### config.mk
export PLATFORM = sky130hd
export DESIGN_NAME = id_ex_stage_flat
export DESIGN_NICKNAME = d
export VERILOG_FILES = /design/src/rtl/riscv_pkg.sv /design/src/rtl/id_ex_stage_if.sv /design/src/rtl/id_ex_stage_hazard_unit.sv /design/src/rtl/id_ex_stage.sv /design/src/flat_wrapper.sv
export SDC_FILE = /design/constraint.sdc
export NUM_CORES = 1
export LEC_CHECK = 0
export BUFFER_PORTS_ARGS = -buffer_cell sky130_fd_sc_hd__buf_2
export CORE_AREA = 10 10 166 168
export CTS_CLUSTER_DIAMETER = 200
export DETAILED_ROUTE_END_ITERATION = 8
export DIE_AREA = 0 0 176 178
export PLACE_DENSITY = 0.75
export SLEW_MARGIN = 20
export SYNTH_ARGS = -nofsm -noshare
export SYNTH_HDL_FRONTEND = slang
export SYNTH_HIERARCHICAL = 1
export SYNTH_SLANG_ARGS = --single-unit
### constraint.sdc
create_clock -name clk -period 6.1 [get_ports clk]
set_clock_uncertainty 0.15 [all_clocks]
set_input_delay 0 -clock clk [delete_from_list [all_inputs] [get_ports clk]]
set_output_delay 0 -clock clk [all_outputs]
set_load 0.03 [all_outputs]
### src/rtl/riscv_pkg.sv
// Shared types and encodings for the RV32I pipeline: control word, ALU and
// result-select codes, forwarding selects.
package riscv_pkg;

    localparam int XLEN_DEF = 32;
    localparam int REGW_DEF = 5;

    localparam logic [2:0] ALU_ADD = 3'b000;
    localparam logic [2:0] ALU_SUB = 3'b001;
    localparam logic [2:0] ALU_AND = 3'b010;
    localparam logic [2:0] ALU_OR  = 3'b011;
    localparam logic [2:0] ALU_SLT = 3'b101;

    localparam logic [1:0] RES_ALU = 2'b00;
    localparam logic [1:0] RES_MEM = 2'b01;
    localparam logic [1:0] RES_PC4 = 2'b10;

    typedef enum logic [1:0] {
        FWD_RF = 2'b00,
        FWD_W  = 2'b01,
        FWD_M  = 2'b10
    } fwd_t;

    // All-zero word is a bubble: no writes, no control transfer, ALU add.
    typedef struct packed {
        logic       RegWrite;
        logic [1:0] ResultSrc;
        logic       MemWrite;
        logic       Jump;
        logic       Branch;
        logic [2:0] ALUControl;
        logic       ALUSrc;
    } ctrl_t;

    // A later stage supplies a source only if it writes a non-x0 register.
    function automatic logic fwd_hit(input logic we, input logic [REGW_DEF-1:0] rd,
                                     input logic [REGW_DEF-1:0] rs);
        return we && (rd != '0) && (rd == rs);
    endfunction

endpackage

### src/rtl/id_ex_stage_if.sv
// Decode/forwarding inputs and execute-stage outputs of the ID/EX stage.
interface id_ex_stage_if
    import riscv_pkg::*;
#(
    parameter int XLEN = XLEN_DEF,
    parameter int REGW = REGW_DEF
);
    ctrl_t            CtrlD;
    logic [XLEN-1:0]  RD1D, RD2D, ImmExtD, PCD, PCPlus4D;
    logic [REGW-1:0]  Rs1D, Rs2D, RdD;
    logic [XLEN-1:0]  ALUResultM, ResultW;
    logic [REGW-1:0]  RdM, RdW;
    logic             RegWriteM, RegWriteW;
    logic             ZeroE;

    ctrl_t            CtrlE;
    logic [XLEN-1:0]  SrcAE, SrcBE, WriteDataE, PCPlus4E, PCTargetE;
    logic [REGW-1:0]  RdE;
    logic             PCSrcE, StallF, StallD, FlushD;

    modport slave (
        input  CtrlD, RD1D, RD2D, ImmExtD, PCD, PCPlus4D, Rs1D, Rs2D, RdD,
               ALUResultM, ResultW, RdM, RdW, RegWriteM, RegWriteW, ZeroE,
        output CtrlE, SrcAE, SrcBE, WriteDataE, RdE, PCPlus4E, PCTargetE,
               PCSrcE, StallF, StallD, FlushD
    );

    modport master (
        output CtrlD, RD1D, RD2D, ImmExtD, PCD, PCPlus4D, Rs1D, Rs2D, RdD,
               ALUResultM, ResultW, RdM, RdW, RegWriteM, RegWriteW, ZeroE,
        input  CtrlE, SrcAE, SrcBE, WriteDataE, RdE, PCPlus4E, PCTargetE,
               PCSrcE, StallF, StallD, FlushD
    );

endinterface

### src/rtl/id_ex_stage_hazard_unit.sv
// Combinational hazard logic: MEM/WB forwarding selects, load-use stall and
// front-end/E-stage flush requests.
module hazard_unit
    import riscv_pkg::*;
(
    input  logic [REGW_DEF-1:0] rs1_d_i,
    input  logic [REGW_DEF-1:0] rs2_d_i,
    input  logic [REGW_DEF-1:0] rs1_e_i,
    input  logic [REGW_DEF-1:0] rs2_e_i,
    input  logic [REGW_DEF-1:0] rd_e_i,
    input  logic [1:0]          res_src_e_i,
    input  logic [REGW_DEF-1:0] rd_m_i,
    input  logic [REGW_DEF-1:0] rd_w_i,
    input  logic                reg_write_m_i,
    input  logic                reg_write_w_i,
    input  logic                pc_src_e_i,
    output fwd_t                fwd_a_o,
    output fwd_t                fwd_b_o,
    output logic                stall_f_o,
    output logic                stall_d_o,
    output logic                flush_d_o,
    output logic                flush_e_o
);
    logic lw_stall;

    // MEM is the younger producer, so it wins over WB.
    always_comb begin
        fwd_a_o = FWD_RF;
        fwd_b_o = FWD_RF;
        if (fwd_hit(reg_write_m_i, rd_m_i, rs1_e_i))      fwd_a_o = FWD_M;
        else if (fwd_hit(reg_write_w_i, rd_w_i, rs1_e_i)) fwd_a_o = FWD_W;
        if (fwd_hit(reg_write_m_i, rd_m_i, rs2_e_i))      fwd_b_o = FWD_M;
        else if (fwd_hit(reg_write_w_i, rd_w_i, rs2_e_i)) fwd_b_o = FWD_W;
    end

    assign lw_stall  = (res_src_e_i == RES_MEM) && (rd_e_i != '0) &&
                       ((rs1_d_i == rd_e_i) || (rs2_d_i == rd_e_i));
    assign stall_f_o = lw_stall;
    assign stall_d_o = lw_stall;
    assign flush_d_o = pc_src_e_i;
    assign flush_e_o = lw_stall | pc_src_e_i;

endmodule

### src/rtl/id_ex_stage.sv
// ID/EX pipeline register with operand forwarding, branch resolution and
// hazard-driven stall/flush of the front end.
module id_ex_stage
    import riscv_pkg::*;
#(
    parameter int XLEN = XLEN_DEF,
    parameter int REGW = REGW_DEF
)(
    input logic            clk,
    input logic            reset,
    id_ex_stage_if.slave   bus
);
    ctrl_t           ctrl_q, ctrl_d;
    logic [XLEN-1:0] rd1_q, rd1_d, rd2_q, rd2_d, imm_q, imm_d;
    logic [XLEN-1:0] pc_q, pc_d, pc4_q, pc4_d;
    logic [REGW-1:0] rs1_q, rs1_d, rs2_q, rs2_d, rd_q, rd_d;

    fwd_t            fwd_a, fwd_b;
    logic            flush_e, pc_src;
    logic [XLEN-1:0] src_a, write_data;

    assign pc_src = ctrl_q.Jump | (ctrl_q.Branch & bus.ZeroE);

    hazard_unit u_hazard (
        .rs1_d_i       (bus.Rs1D),
        .rs2_d_i       (bus.Rs2D),
        .rs1_e_i       (rs1_q),
        .rs2_e_i       (rs2_q),
        .rd_e_i        (rd_q),
        .res_src_e_i   (ctrl_q.ResultSrc),
        .rd_m_i        (bus.RdM),
        .rd_w_i        (bus.RdW),
        .reg_write_m_i (bus.RegWriteM),
        .reg_write_w_i (bus.RegWriteW),
        .pc_src_e_i    (pc_src),
        .fwd_a_o       (fwd_a),
        .fwd_b_o       (fwd_b),
        .stall_f_o     (bus.StallF),
        .stall_d_o     (bus.StallD),
        .flush_d_o     (bus.FlushD),
        .flush_e_o     (flush_e)
    );

    // NOTE: every _d gets its default first, so no path through this block can infer a latch.
    always_comb begin
        ctrl_d = bus.CtrlD;
        rd1_d  = bus.RD1D;
        rd2_d  = bus.RD2D;
        imm_d  = bus.ImmExtD;
        pc_d   = bus.PCD;
        pc4_d  = bus.PCPlus4D;
        rs1_d  = bus.Rs1D;
        rs2_d  = bus.Rs2D;
        rd_d   = bus.RdD;
        if (flush_e) begin
            ctrl_d = '0;
            rd1_d  = '0;
            rd2_d  = '0;
            imm_d  = '0;
            pc_d   = '0;
            pc4_d  = '0;
            rs1_d  = '0;
            rs2_d  = '0;
            rd_d   = '0;
        end
    end

    // NOTE: state uses non-blocking assignments so all E registers update together at the edge.
    always_ff @(posedge clk or posedge reset) begin
        if (reset) begin
            ctrl_q <= '0;
            rd1_q  <= '0;
            rd2_q  <= '0;
            imm_q  <= '0;
            pc_q   <= '0;
            pc4_q  <= '0;
            rs1_q  <= '0;
            rs2_q  <= '0;
            rd_q   <= '0;
        end else begin
            ctrl_q <= ctrl_d;
            rd1_q  <= rd1_d;
            rd2_q  <= rd2_d;
            imm_q  <= imm_d;
            pc_q   <= pc_d;
            pc4_q  <= pc4_d;
            rs1_q  <= rs1_d;
            rs2_q  <= rs2_d;
            rd_q   <= rd_d;
        end
    end

    always_comb begin
        unique case (fwd_a)
            FWD_M:   src_a = bus.ALUResultM;
            FWD_W:   src_a = bus.ResultW;
            default: src_a = rd1_q;
        endcase
        unique case (fwd_b)
            FWD_M:   write_data = bus.ALUResultM;
            FWD_W:   write_data = bus.ResultW;
            default: write_data = rd2_q;
        endcase
    end

    assign bus.CtrlE      = ctrl_q;
    assign bus.SrcAE      = src_a;
    assign bus.WriteDataE = write_data;
    assign bus.SrcBE      = ctrl_q.ALUSrc ? imm_q : write_data;
    assign bus.RdE        = rd_q;
    assign bus.PCPlus4E   = pc4_q;
    assign bus.PCTargetE  = pc_q + imm_q;
    assign bus.PCSrcE     = pc_src;

endmodule

### src/flat_wrapper.sv
// flat-port wrapper written by rule: the top's interface ports become plain ports
module id_ex_stage_flat import riscv_pkg::*;
#(
    parameter int XLEN = XLEN_DEF,
    parameter int REGW = REGW_DEF
)
  (clk, reset, bus_CtrlD, bus_RD1D, bus_RD2D, bus_ImmExtD, bus_PCD, bus_PCPlus4D, bus_Rs1D, bus_Rs2D, bus_RdD, bus_ALUResultM, bus_ResultW, bus_RdM, bus_RdW, bus_RegWriteM, bus_RegWriteW, bus_ZeroE, bus_CtrlE, bus_SrcAE, bus_SrcBE, bus_WriteDataE, bus_RdE, bus_PCPlus4E, bus_PCTargetE, bus_PCSrcE, bus_StallF, bus_StallD, bus_FlushD);
  id_ex_stage_if #(.XLEN(XLEN), .REGW(REGW)) bus_i ();
  input logic clk;
  input logic reset;
  input wire logic [$bits(bus_i.CtrlD)-1:0] bus_CtrlD;
  input wire logic [$bits(bus_i.RD1D)-1:0] bus_RD1D;
  input wire logic [$bits(bus_i.RD2D)-1:0] bus_RD2D;
  input wire logic [$bits(bus_i.ImmExtD)-1:0] bus_ImmExtD;
  input wire logic [$bits(bus_i.PCD)-1:0] bus_PCD;
  input wire logic [$bits(bus_i.PCPlus4D)-1:0] bus_PCPlus4D;
  input wire logic [$bits(bus_i.Rs1D)-1:0] bus_Rs1D;
  input wire logic [$bits(bus_i.Rs2D)-1:0] bus_Rs2D;
  input wire logic [$bits(bus_i.RdD)-1:0] bus_RdD;
  input wire logic [$bits(bus_i.ALUResultM)-1:0] bus_ALUResultM;
  input wire logic [$bits(bus_i.ResultW)-1:0] bus_ResultW;
  input wire logic [$bits(bus_i.RdM)-1:0] bus_RdM;
  input wire logic [$bits(bus_i.RdW)-1:0] bus_RdW;
  input wire logic [$bits(bus_i.RegWriteM)-1:0] bus_RegWriteM;
  input wire logic [$bits(bus_i.RegWriteW)-1:0] bus_RegWriteW;
  input wire logic [$bits(bus_i.ZeroE)-1:0] bus_ZeroE;
  output wire logic [$bits(bus_i.CtrlE)-1:0] bus_CtrlE;
  output wire logic [$bits(bus_i.SrcAE)-1:0] bus_SrcAE;
  output wire logic [$bits(bus_i.SrcBE)-1:0] bus_SrcBE;
  output wire logic [$bits(bus_i.WriteDataE)-1:0] bus_WriteDataE;
  output wire logic [$bits(bus_i.RdE)-1:0] bus_RdE;
  output wire logic [$bits(bus_i.PCPlus4E)-1:0] bus_PCPlus4E;
  output wire logic [$bits(bus_i.PCTargetE)-1:0] bus_PCTargetE;
  output wire logic [$bits(bus_i.PCSrcE)-1:0] bus_PCSrcE;
  output wire logic [$bits(bus_i.StallF)-1:0] bus_StallF;
  output wire logic [$bits(bus_i.StallD)-1:0] bus_StallD;
  output wire logic [$bits(bus_i.FlushD)-1:0] bus_FlushD;
  assign bus_i.CtrlD = bus_CtrlD;
  assign bus_i.RD1D = bus_RD1D;
  assign bus_i.RD2D = bus_RD2D;
  assign bus_i.ImmExtD = bus_ImmExtD;
  assign bus_i.PCD = bus_PCD;
  assign bus_i.PCPlus4D = bus_PCPlus4D;
  assign bus_i.Rs1D = bus_Rs1D;
  assign bus_i.Rs2D = bus_Rs2D;
  assign bus_i.RdD = bus_RdD;
  assign bus_i.ALUResultM = bus_ALUResultM;
  assign bus_i.ResultW = bus_ResultW;
  assign bus_i.RdM = bus_RdM;
  assign bus_i.RdW = bus_RdW;
  assign bus_i.RegWriteM = bus_RegWriteM;
  assign bus_i.RegWriteW = bus_RegWriteW;
  assign bus_i.ZeroE = bus_ZeroE;
  assign bus_CtrlE = bus_i.CtrlE;
  assign bus_SrcAE = bus_i.SrcAE;
  assign bus_SrcBE = bus_i.SrcBE;
  assign bus_WriteDataE = bus_i.WriteDataE;
  assign bus_RdE = bus_i.RdE;
  assign bus_PCPlus4E = bus_i.PCPlus4E;
  assign bus_PCTargetE = bus_i.PCTargetE;
  assign bus_PCSrcE = bus_i.PCSrcE;
  assign bus_StallF = bus_i.StallF;
  assign bus_StallD = bus_i.StallD;
  assign bus_FlushD = bus_i.FlushD;
  id_ex_stage #(.XLEN(XLEN), .REGW(REGW)) u_core (.clk(clk), .reset(reset), .bus(bus_i));
endmodule
Yosys cells after proc, flatten, opt, wreduce, memory -nomap -nowiden
Index checks and enable logic that the tools add are counted.
Word-level totals
  bits of input ports: 264
  output and inout port bits: 179
  logic and storage cells: 58
  flip-flop bits (word level): 185
Operators by class
  mux-type cells: 16
  add/sub/neg operators: 1
  bitwise logic cells: 3
  reduce and logical (&&, ||, !) cells: 12
  eq/ne operators: 11
Operators with widths (number)
  2-to-1 mux 32 bit: 6
  one-hot mux 32 bit (2 select lines): 2
  adder 32 bit: 1
  equality test 5 bit: 6
  2-to-1 mux 5 bit: 3
  nonzero test 5 bit: 3
  2-to-1 mux 10 bit: 1
  logical AND 1 bit: 8
  equality test 2 x 1 -> 1 bit (second input constant): 3
  equality test 2 bit (second input constant): 2
  2-to-1 mux 2 bit: 2
  2-to-1 mux 1 bit: 2
  bitwise OR 1 bit: 2
  AND 1 bit: 1
  logical OR 1 bit: 1

Logic depth before layout (Yosys ltp)
Gate-level depths: netlist (run 1).
  word-level depth: 8
  gate-level depth with buffers: 11
  mapped depth without buffers: 9

Modules after synthesis
The synthesis (run 1) kept the hierarchy.
Modules (own cells, without submodules)
  id_ex_stage: times used 1, cells each 885, area each 9097.5 µm², seq. area each 4629.4 µm²
  hazard_unit: times used 1, cells each 55, area each 427.9 µm², seq. area each 0.0 µm²

Worst setup path before layout (run 1)
OpenSTA, ideal clock, no wires.
  path type: flip-flop to output port
  from: register u_core.rs2_q[4]
  to: output bus_SrcBE[23]
  path buffers: 2
  stages on the path, launching flop included: 10
  arrival: 3094 ps
  setup slack: 2856 ps
  data required time: 5950 ps
  cell sequence: dfrtp_1 -> xor2_1 -> or4_1 -> nor4_2 -> inv_1 -> ha_1 -> clkbuf_1 -> clkbuf_1 -> o21ai_0 -> mux2_2
Between the ends
  word-level cells in the longest chain between the ends: 7
  elaborated cells on any way between the ends: 10
  classes of those cells: 4 x eq/ne; 4 x mux; 2 x reduce/logical
RTL lines
  start, declared: line id_ex_stage.sv:16  | logic [REGW-1:0] rs1_q, rs1_d, rs2_q, rs2_d, rd_q, rd_d;
  start signal, assigned: line id_ex_stage.sv:88  | rs2_q <= rs2_d;
  equality test 5 bit: line riscv_pkg.sv:38  | return we && (rd != '0) && (rd == rs);
  logical AND 1 bit: line riscv_pkg.sv:38
  2-to-1 mux 1 bit: line id_ex_stage_hazard_unit.sv:33  | else if (fwd_hit(reg_write_w_i, rd_w_i, rs2_e_i)) fwd_b_o = FWD_W;
  2-to-1 mux 2 bit *: line id_ex_stage_hazard_unit.sv:32  | if (fwd_hit(reg_write_m_i, rd_m_i, rs2_e_i)) fwd_b_o = FWD_M;
  named net u_core.fwd_b[0]: line id_ex_stage.sv:18  | fwd_t fwd_a, fwd_b;
  equality test 2 x 1 -> 1 bit or equality test 2 bit (tied branches): line id_ex_stage.sv:99  | unique case (fwd_b)
  one-hot mux 32 bit (2 select lines) *: line id_ex_stage.sv:99
  named net bus_WriteDataE[23]: line flat_wrapper.sv:30  | output wire logic [$bits(bus_i.WriteDataE)-1:0] bus_WriteDataE;
  2-to-1 mux 32 bit *: line id_ex_stage.sv:109  | assign bus.SrcBE = ctrl_q.ALUSrc ? imm_q : write_data;
  end, declared: line flat_wrapper.sv:29  | output wire logic [$bits(bus_i.SrcBE)-1:0] bus_SrcBE;
The timed path passes the listed nets; every way through them passes the cells marked *.

Worst setup path after layout (run 1)
  from: register u_core.rs2_q[4]
  to: output bus_SrcBE[30]
Between the ends
  word-level cells in the longest chain between the ends: 7
  elaborated cells on any way between the ends: 10
  classes of those cells: 4 x eq/ne; 4 x mux; 2 x reduce/logical
RTL lines (line)
  equality test 5 bit: riscv_pkg.sv:38
  logical AND 1 bit: riscv_pkg.sv:38
  2-to-1 mux 1 bit: id_ex_stage_hazard_unit.sv:33
  2-to-1 mux 2 bit *: id_ex_stage_hazard_unit.sv:32
  named net u_core.fwd_b[0]: id_ex_stage.sv:18
  equality test 2 x 1 -> 1 bit or equality test 2 bit (tied branches): id_ex_stage.sv:99
  one-hot mux 32 bit (2 select lines) *: id_ex_stage.sv:99
  2-to-1 mux 32 bit *: id_ex_stage.sv:109
Marked as above.

==> results of run 1 <==
-- flip-flops by register name (all words and copies together) (netlist names) --
signal and count:
u_core/pc_q 32, u_core/bus.PCPlus4E 32, u_core/bus.CtrlE 10, u_core/rs1_q 5, u_core/imm_q 32, u_core/bus.RdE 5
u_core/rd1_q 32, u_core/rd2_q 32, u_core/rs2_q 5
-- through the flow --
stage	hold WS (ns)	power, mW
finish	0.162	3.97
global route	0.173	4.15
CTS	0.141	3.98
detailed placement	0.0729	2.78
global placement	0.0650	2.77
floorplan	-0.0123	2.32
-- final cells by class --
| cell class | count | area share, % |
|---|---|---|
| flip-flops and latches | 185 | 32.1 |
| multi-input cells | 680 | 32.1 |
| repair buffers | 632 | 28.5 |
| clock buffers | 18 | 3.05 |
| well taps | 324 | 2.81 |
| clock inverters | 13 | 0.937 |
| inverters | 13 | 0.390 |
| diodes | 5 | 0.0868 |
-- logic make-up after synthesis --
| family | Yosys count | synth area share (%) |
|---|---|---|
| DFF | 185 | 48.6 |
| xor gates and xnor gates | 60 | 5.52 |
| and+or+nand+nor | 323 | 18.8 |
| adders and majority gates | 36 | 4.81 |
| muxes | 32 | 3.78 |
| AOI/OAI and AO/OA | 229 | 15.4 |
| buffers and inverters | 75 | 3.09 |
-- worst min path at each step --
stage	to	slack, ns	cells after the start
floorplan	u_core/bus.CtrlE[0]$_DFF_PP0_	-0.01	1
global placement	u_core/bus.CtrlE[4]$_DFF_PP0_	0.06	2
detailed placement	u_core/bus.RdE[0]$_DFF_PP0_	0.07	2
CTS	u_core/bus.PCPlus4E[10]$_DFF_PP0_	0.14	3
global route	u_core/bus.PCPlus4E[29]$_DFF_PP0_	0.17	3
finish	u_core/rd1_q[23]$_DFF_PP0_	0.16	3
-- routing by layer --
| metal | GRT usage [%] | part of all wire (%) | wire [um] |
|---|---|---|---|
| met5 | 0 | 0.065 | 27 |
| met4 | 9.11 | 3.4 | 1410 |
| met3 | 9.41 | 9.6 | 3950 |
| met2 | 43.4 | 49 | 20400 |
| met1 | 28.4 | 38 | 15600 |
-- cells in the mapped netlist (2+ instances only) --
master and count:
buf_4 2, xor2_1 35, or4_1 6, clkbuf_1 52
o21bai_1 7, a211oi_1 6, nand4_1 8, xnor2_1 25
nor3_1 2, a41oi_2 2, o21ai_0 79, nor2b_1 185
a21o_1 7, nand2_1 89, buf_1 4, nor4_2 3
nor4_1 3, ha_1 35, nor2_1 12, dfrtp_1 185
o21ai_1 6, o31ai_1 2, a21oi_1 33, a211o_1 2
o211ai_1 2, nand3_1 8, buf_2 4, inv_1 13
o21ai_2 2, mux2_2 32, a22oi_1 65, o21a_1 5
-- power groups by stage --
stage          clock network, mW  registers, mW  logic [mW]
2_1_floorplan                  0           1.48       0.839
5_1_grt                     1.16           1.44        1.55
3_3_place_gp                   0           1.45        1.32
6_report                    1.09           1.43        1.45
4_1_cts                     1.12           1.42        1.44
3_5_place_dp                   0           1.45        1.33
-- critical path: cells and delay by family, from the launching register on --
kind,cells,cell delay [ns]
AOI/OAI and AO/OA,2,0.73
xor gates and xnor gates,1,0.16
adders and majority gates,1,0.74
buffers and inverters,1,0.21
DFF,1,0.41
muxes,1,0.26
and+or+nand+nor,2,0.72
==> metrics.md, run 1 <==
| Metric | Value |
|---|---|
| Status | finished clean |
| Port bufs | 442 |
| Share of power burned in registers | 36.0% |
| Clock sinks | 185 |
| Synth async-reset ratio | 100% |
| Die H | 178 um |
| FF+latch area | 0.00463 mm2 |
| Post-route non-filler standard cell count | 1,870 |
| Mapped Cells | 940 |
| Post-Syn Area | 0.00953 mm2 |
| CTS Root Cell | clkbuf_16 |
| Switching pwr | 1.55 mW |
| Share of cells above drive strength 1 | 34.1% |
| Synth area leaders | dfrtp_1 (49%), nor2b_1 (12%), a22oi_1 (5.1%), ha_1 (4.6%), o21ai_0 (4.2%) |
| Fillers | 2,016 |
| CTS tree | done |
| Worst IR Drop VDD | 0.170 mV |
| Most common cell after layout, fill and taps aside | buf_2 |
| Most frequent cells in the layout | buf_2 (442), dlygate4sd3_1 (186), nor2b_1 (185), dfrtp_1 (184), nand2_1 (89) |
| Critical Path End Type | primary output |
| Final Instance Area | 0.0144 mm2 |
| Crit path time final | 3.86 ns |
| Worst skew pair latency | 0.44 ns |
| Gate power share | 36.7% |
| Gr ovfl total | 0 |
| Worst setup margin | 2.24 ns |
| DR vias | 9,650 |
| Main synth FF type | dfrtp_1 |
| Max Freq | 259 MHz |
| Post-route setup TNS | 0 ns |
| Worst path required time | 5.95 ns |
| Clock power frac | 27.4% |
| Worst r2r src | u_core/bus.RdE[0]$_DFF_PP0_ |
| Via density | 5.16 |
| Crit-path cells | xor2_1 -> or4_1 -> nor4_2 -> ha_2 -> a22oi_1 -> o21ai_0 -> mux2_2 -> buf_2 |
| Int Pwr | 2.41 mW |
| Final hold violations | 0 |
| Slew headroom | 34.1% |
| Vias in the first global route | 10,300 |
| Core outline area | 0.0241 mm2 |
| Ys Warns | 6 |
| Crit path kind | reg -> out |
| CTS Buf Count | 17 |
| Syn Area/Cell | 10.1 um2 |
| Final Util | 59.8% |
| Initial core utilization | 39.5% |
| Static Leak | 7.00 nW |
| Post-DRT Antenna Nets | 0 |
| Clock H-tree levels | 4 |
| Critical-path top delay cell | ha_2 |
| I/O pin total | 443 |
| Final max-slew violation count | 0 |
| Largest area contributor in the netlist | dfrtp_1 |
| Area growth syn-to-layout | 51.4% |
| DIE WIDTH | 176 um |
| First-pass DRT Iterations | 5 |
| Final period utilization | 63.3% |
| HPWL after DPL | 29,800 um |
| Crit. Startpoint | u_core/rs2_q[4]$_DFF_PP0_ |
| First-pass GRT wire length | 60,900 um |
| CTS Buffer Depth | 2 |
| Top-area cell type share of the netlist area | 48.6% |
| Hold Path Class | in -> async |
| DRT iter0 DRCs | 905 |
| Nets | 1,829 |
| Type of origin of the critical path | flop |
| Cell Rows | 57 |
| Routed wire length | 41,400 um |
| Distinct cells, synth | 51 |
| Pin count of the biggest net entering global routing | 141 |
| Crit path max fanout | 32 |
| # resized after CTS | 0 |
| Switching share of power | 39.2% |
| Place WS | 2.56 ns |
| End of the critical path | bus_SrcBE[30] |
| Yosys reg bits | 185 |
| Antenna violations before repair | 8 |
| Inst Count DP | 1,648 |
| MaxCap Viol Count | 0 |
| DR DRC count | 0 |
| Pwr dens | 275 mW/mm2 |
| Register area share after synthesis | 48.6% |
| RD Place Congestion | 0.976 |
| RSZ-0062 raised after global routing | no |
| Flop-to-flop setup slack | 3.43 ns |
| Setup Buffers After CTS | 0 |
| Clk pin slew, worst setup/hold paths | 0.08 ns |
| Reg2Reg Depth | 6 |
| Die ar. | 0.0313 mm2 |
| Multi-input gate area | 0.00463 mm2 |
| Avg WL per Cell | 22.1 um |
| Post-synth EDFFs | 0 |
| RR Endpoint | u_core/pc_q[19]$_DFF_PP0_ |
| Total Routing Usage GR | 25.3% |
| Hold-fix buffers, CTS | 186 |
| Final setup viols | 0 |
| Max stage delay on crit path | 0.74 ns |
| Arr. time, crit path | 3.71 ns |
| Post-synth net total | 1,240 |
| Slew @ Worst Pin | 0.988 ns |
| Placed inst area | 0.0120 mm2 |
Power figures use the tool's default switching activity.
==> inputs of run 2 (changes only) <==
--- a/config.mk
+++ b/config.mk
@@ -6,11 +6,11 @@
 export NUM_CORES = 1
 export LEC_CHECK = 0
 export BUFFER_PORTS_ARGS = -buffer_cell sky130_fd_sc_hd__buf_2
-export CORE_AREA = 10 10 166 168
+export CORE_AREA = 10 10 165 167
 export CTS_CLUSTER_DIAMETER = 200
 export DETAILED_ROUTE_END_ITERATION = 8
-export DIE_AREA = 0 0 176 178
-export PLACE_DENSITY = 0.75
+export DIE_AREA = 0 0 175 177
+export PLACE_DENSITY = 0.79
 export SLEW_MARGIN = 20
 export SYNTH_ARGS = -nofsm -noshare
 export SYNTH_HDL_FRONTEND = slang
==> constraint.sdc (replaced) <==
create_clock -name clk -period 3.5 [get_ports clk]
set_clock_uncertainty 0.15 [all_clocks]
set_input_delay 0 -clock clk [delete_from_list [all_inputs] [get_ports clk]]
set_output_delay 0 -clock clk [all_outputs]
set_load 0.03 [all_outputs]
==> run 2 against run 1 <==
Compared with the run above: global-route usage increased by 0.11 points; critical path depth up 1; core utilization grew 1.6 points; first-iteration DRC count rose by 13%; via count up 3.6%; sequential power is 74% higher; routed wire length barely moved; cell count is 1.0% higher; worst setup slack got worse by 2.1 ns; critical path type unchanged; largest cell class is now multi-input combinational cells.
==> metrics.md, run 2 (same netlist as run 1, synthesis figures left out) <==
| Metric | Value |
|---|---|
| Nets | 1,843 |
| Gate power share | 35.9% |
| Avg WL per Cell | 21.9 um |
| Arr. time, crit path | 3.24 ns |
| Crit-path cells | xor2_1 -> or4_1 -> nor4_2 -> ha_1 -> buf_4 -> a22oi_1 -> o21ai_0 -> mux2_2 -> buf_2 |
| Pwr dens | 491 mW/mm2 |
| Core outline area | 0.0240 mm2 |
| Final hold violations | 0 |
| Die ar. | 0.0310 mm2 |
| DR vias | 9,993 |
| Post-DRT Antenna Nets | 0 |
| Worst skew pair latency | 0.43 ns |
| Total Routing Usage GR | 25.4% |
| Clock H-tree levels | 4 |
| RD Place Congestion | 0.959 |
| Final setup viols | 0 |
| Clock sinks | 185 |
| Critical-path top delay cell | or4_1 |
| Crit path max fanout | 21 |
| I/O pin total | 443 |
| RSZ-0062 raised after global routing | no |
| Post-route setup TNS | 0 ns |
| First-pass GRT wire length | 61,500 um |
| Slew headroom | 38.4% |
| Pin count of the biggest net entering global routing | 101 |
| Max Freq | 295 MHz |
| MaxCap Viol Count | 0 |
| Die H | 177 um |
| Hold Path Class | in -> async |
| CTS Buf Count | 17 |
| Clk pin slew, worst setup/hold paths | 0.08 ns |
| DR DRC count | 0 |
| First-pass DRT Iterations | 6 |
| Switching pwr | 2.72 mW |
| CTS Buffer Depth | 2 |
| Switching share of power | 37.6% |
| Most common cell after layout, fill and taps aside | buf_2 |
| Pwr Total | 7.22 mW |
| Initial core utilization | 39.8% |
| Final max-slew violation count | 0 |
| Antenna violations before repair | 12 |
| Crit path time final | 3.39 ns |
| HPWL after DPL | 29,100 um |
| Type of origin of the critical path | flop |
| Slew @ Worst Pin | 0.924 ns |
| Via density | 5.29 |
| Cell Rows | 57 |
| Critical Path End Type | primary output |
| Max stage delay on crit path | 0.53 ns |
| Gr ovfl total | 0 |
| Static Leak | 7.12 nW |
| CTS tree | done |
| Status | finished clean |
| CTS Root Cell | clkbuf_16 |
| Worst path required time | 3.35 ns |
| Vias in the first global route | 10,700 |
| Clock power frac | 29.6% |
| Share of cells above drive strength 1 | 35.2% |
| DIE WIDTH | 175 um |
| Final period utilization | 96.9% |
| Crit path kind | reg -> out |
| Area growth syn-to-layout | 54.4% |
| DRT iter0 DRCs | 1,025 |
| Port bufs | 442 |
| Share of power burned in registers | 34.5% |
| Worst IR Drop VDD | 0.439 mV |
| Most frequent cells in the layout | buf_2 (442), dlygate4sd3_1 (186), nor2b_1 (185), dfrtp_1 (184), nand2_1 (89) |
| Fillers | 1,888 |
| Int Pwr | 4.50 mW |
| Routed wire length | 41,300 um |
==> run 2: routing by layer <==
layer | up-vias | global-route usage [%] | wire length, um | part of all wire (%)
li1 | 4444 | - | - | -
met5 | - | 0 | 13 | 0.031
met4 | 2 | 12.4 | 1670 | 4.0
met1 | 4766 | 28.5 | 15000 | 36
met3 | 139 | 8.73 | 4270 | 10
met2 | 642 | 42.6 | 20400 | 49
==> run 2: worst paths after layout <==
kind | slack (ns) | endpoint | startpoint | cells after the start
max | 0.11 | bus_SrcBE[17] | u_core/rs2_q[4]$_DFF_PP0_ | 9
min | 0.11 | u_core/rd1_q[9]$_DFF_PP0_ | reset | 3
max reg2reg | 0.81 | u_core/imm_q[22]$_DFF_PP0_ | u_core/bus.RdE[2]$_DFF_PP0_ | 6
min reg2reg | 0.82 | u_core/rd2_q[14]$_DFF_PP0_ | u_core/bus.CtrlE[8]$_DFF_PP0_ | 3
max in group asynchronous | 2.11 | u_core/imm_q[30]$_DFF_PP0_ | reset | 4
min in group clk | 0.18 | u_core/bus.PCPlus4E[2]$_DFF_PP0_ | bus_PCPlus4D[2] | 3
==> run 2: layout make-up <==
cell class                 count  area, um2  share of cell area, %
multi-input combinational    680       4680                   31.8
inverter                      13       52.6                  0.357
clock buffer                  18        439                   2.99
clock inverter                12        188                   1.28
timing repair buffer         646       4280                   29.1
antenna                       11       27.5                  0.187
tap                          324        405                   2.76
sequential                   185       4630                   31.5
==> run 2: what timing repair did <==
item,4_1_cts,5_1_grt
cloned,0,0
endpoints found under the setup margin,12,33
endpoints found under the hold margin,212,0
buffers inserted,0,3
gates resized for setup,4,21
hold buffers,186,0
pin swaps,1,2
==> run 2: power by group through the flow <==
stage                     Clock (mW)  Sequential [mW]  Combinational, mW
after floorplan                    0             2.59               1.46
after global placement             0             2.51               2.33
after detailed placement           0             2.52               2.36
after CTS                       2.16             2.48               2.53
after global routing            2.26             2.50               2.75
final                           2.14             2.49               2.59
==> run 2: per-stage QoR <==
step / std cells / utilization, % / area [um2] / setup WS (ns) / hold WS (ns)
final: 1889 / 61.4 / 14700 / 0.108 / 0.113
after global routing: 1886 / 61.4 / 14700 / 0.00697 / 0.137
after CTS: 1875 / 60.9 / 14600 / 0.0151 / 0.0877
after detailed placement: 1659 / 50.5 / 12100 / 0.331 / 0.00466
after global placement: 1659 / 50.5 / 12100 / 0.412 / -0.0158
after floorplan: 940 / - / 9530 / 0.256 / -0.0123
==> run 2: critical path, delay by kind of cell, from the launching register on <==
kind,cells,cell delay [ns]
flops,1,0.40
buf+inv,2,0.48
xor+xnor,1,0.17
compound gates,2,0.56
mux,1,0.24
fa+ha+maj,1,0.24
simple gates,2,0.73
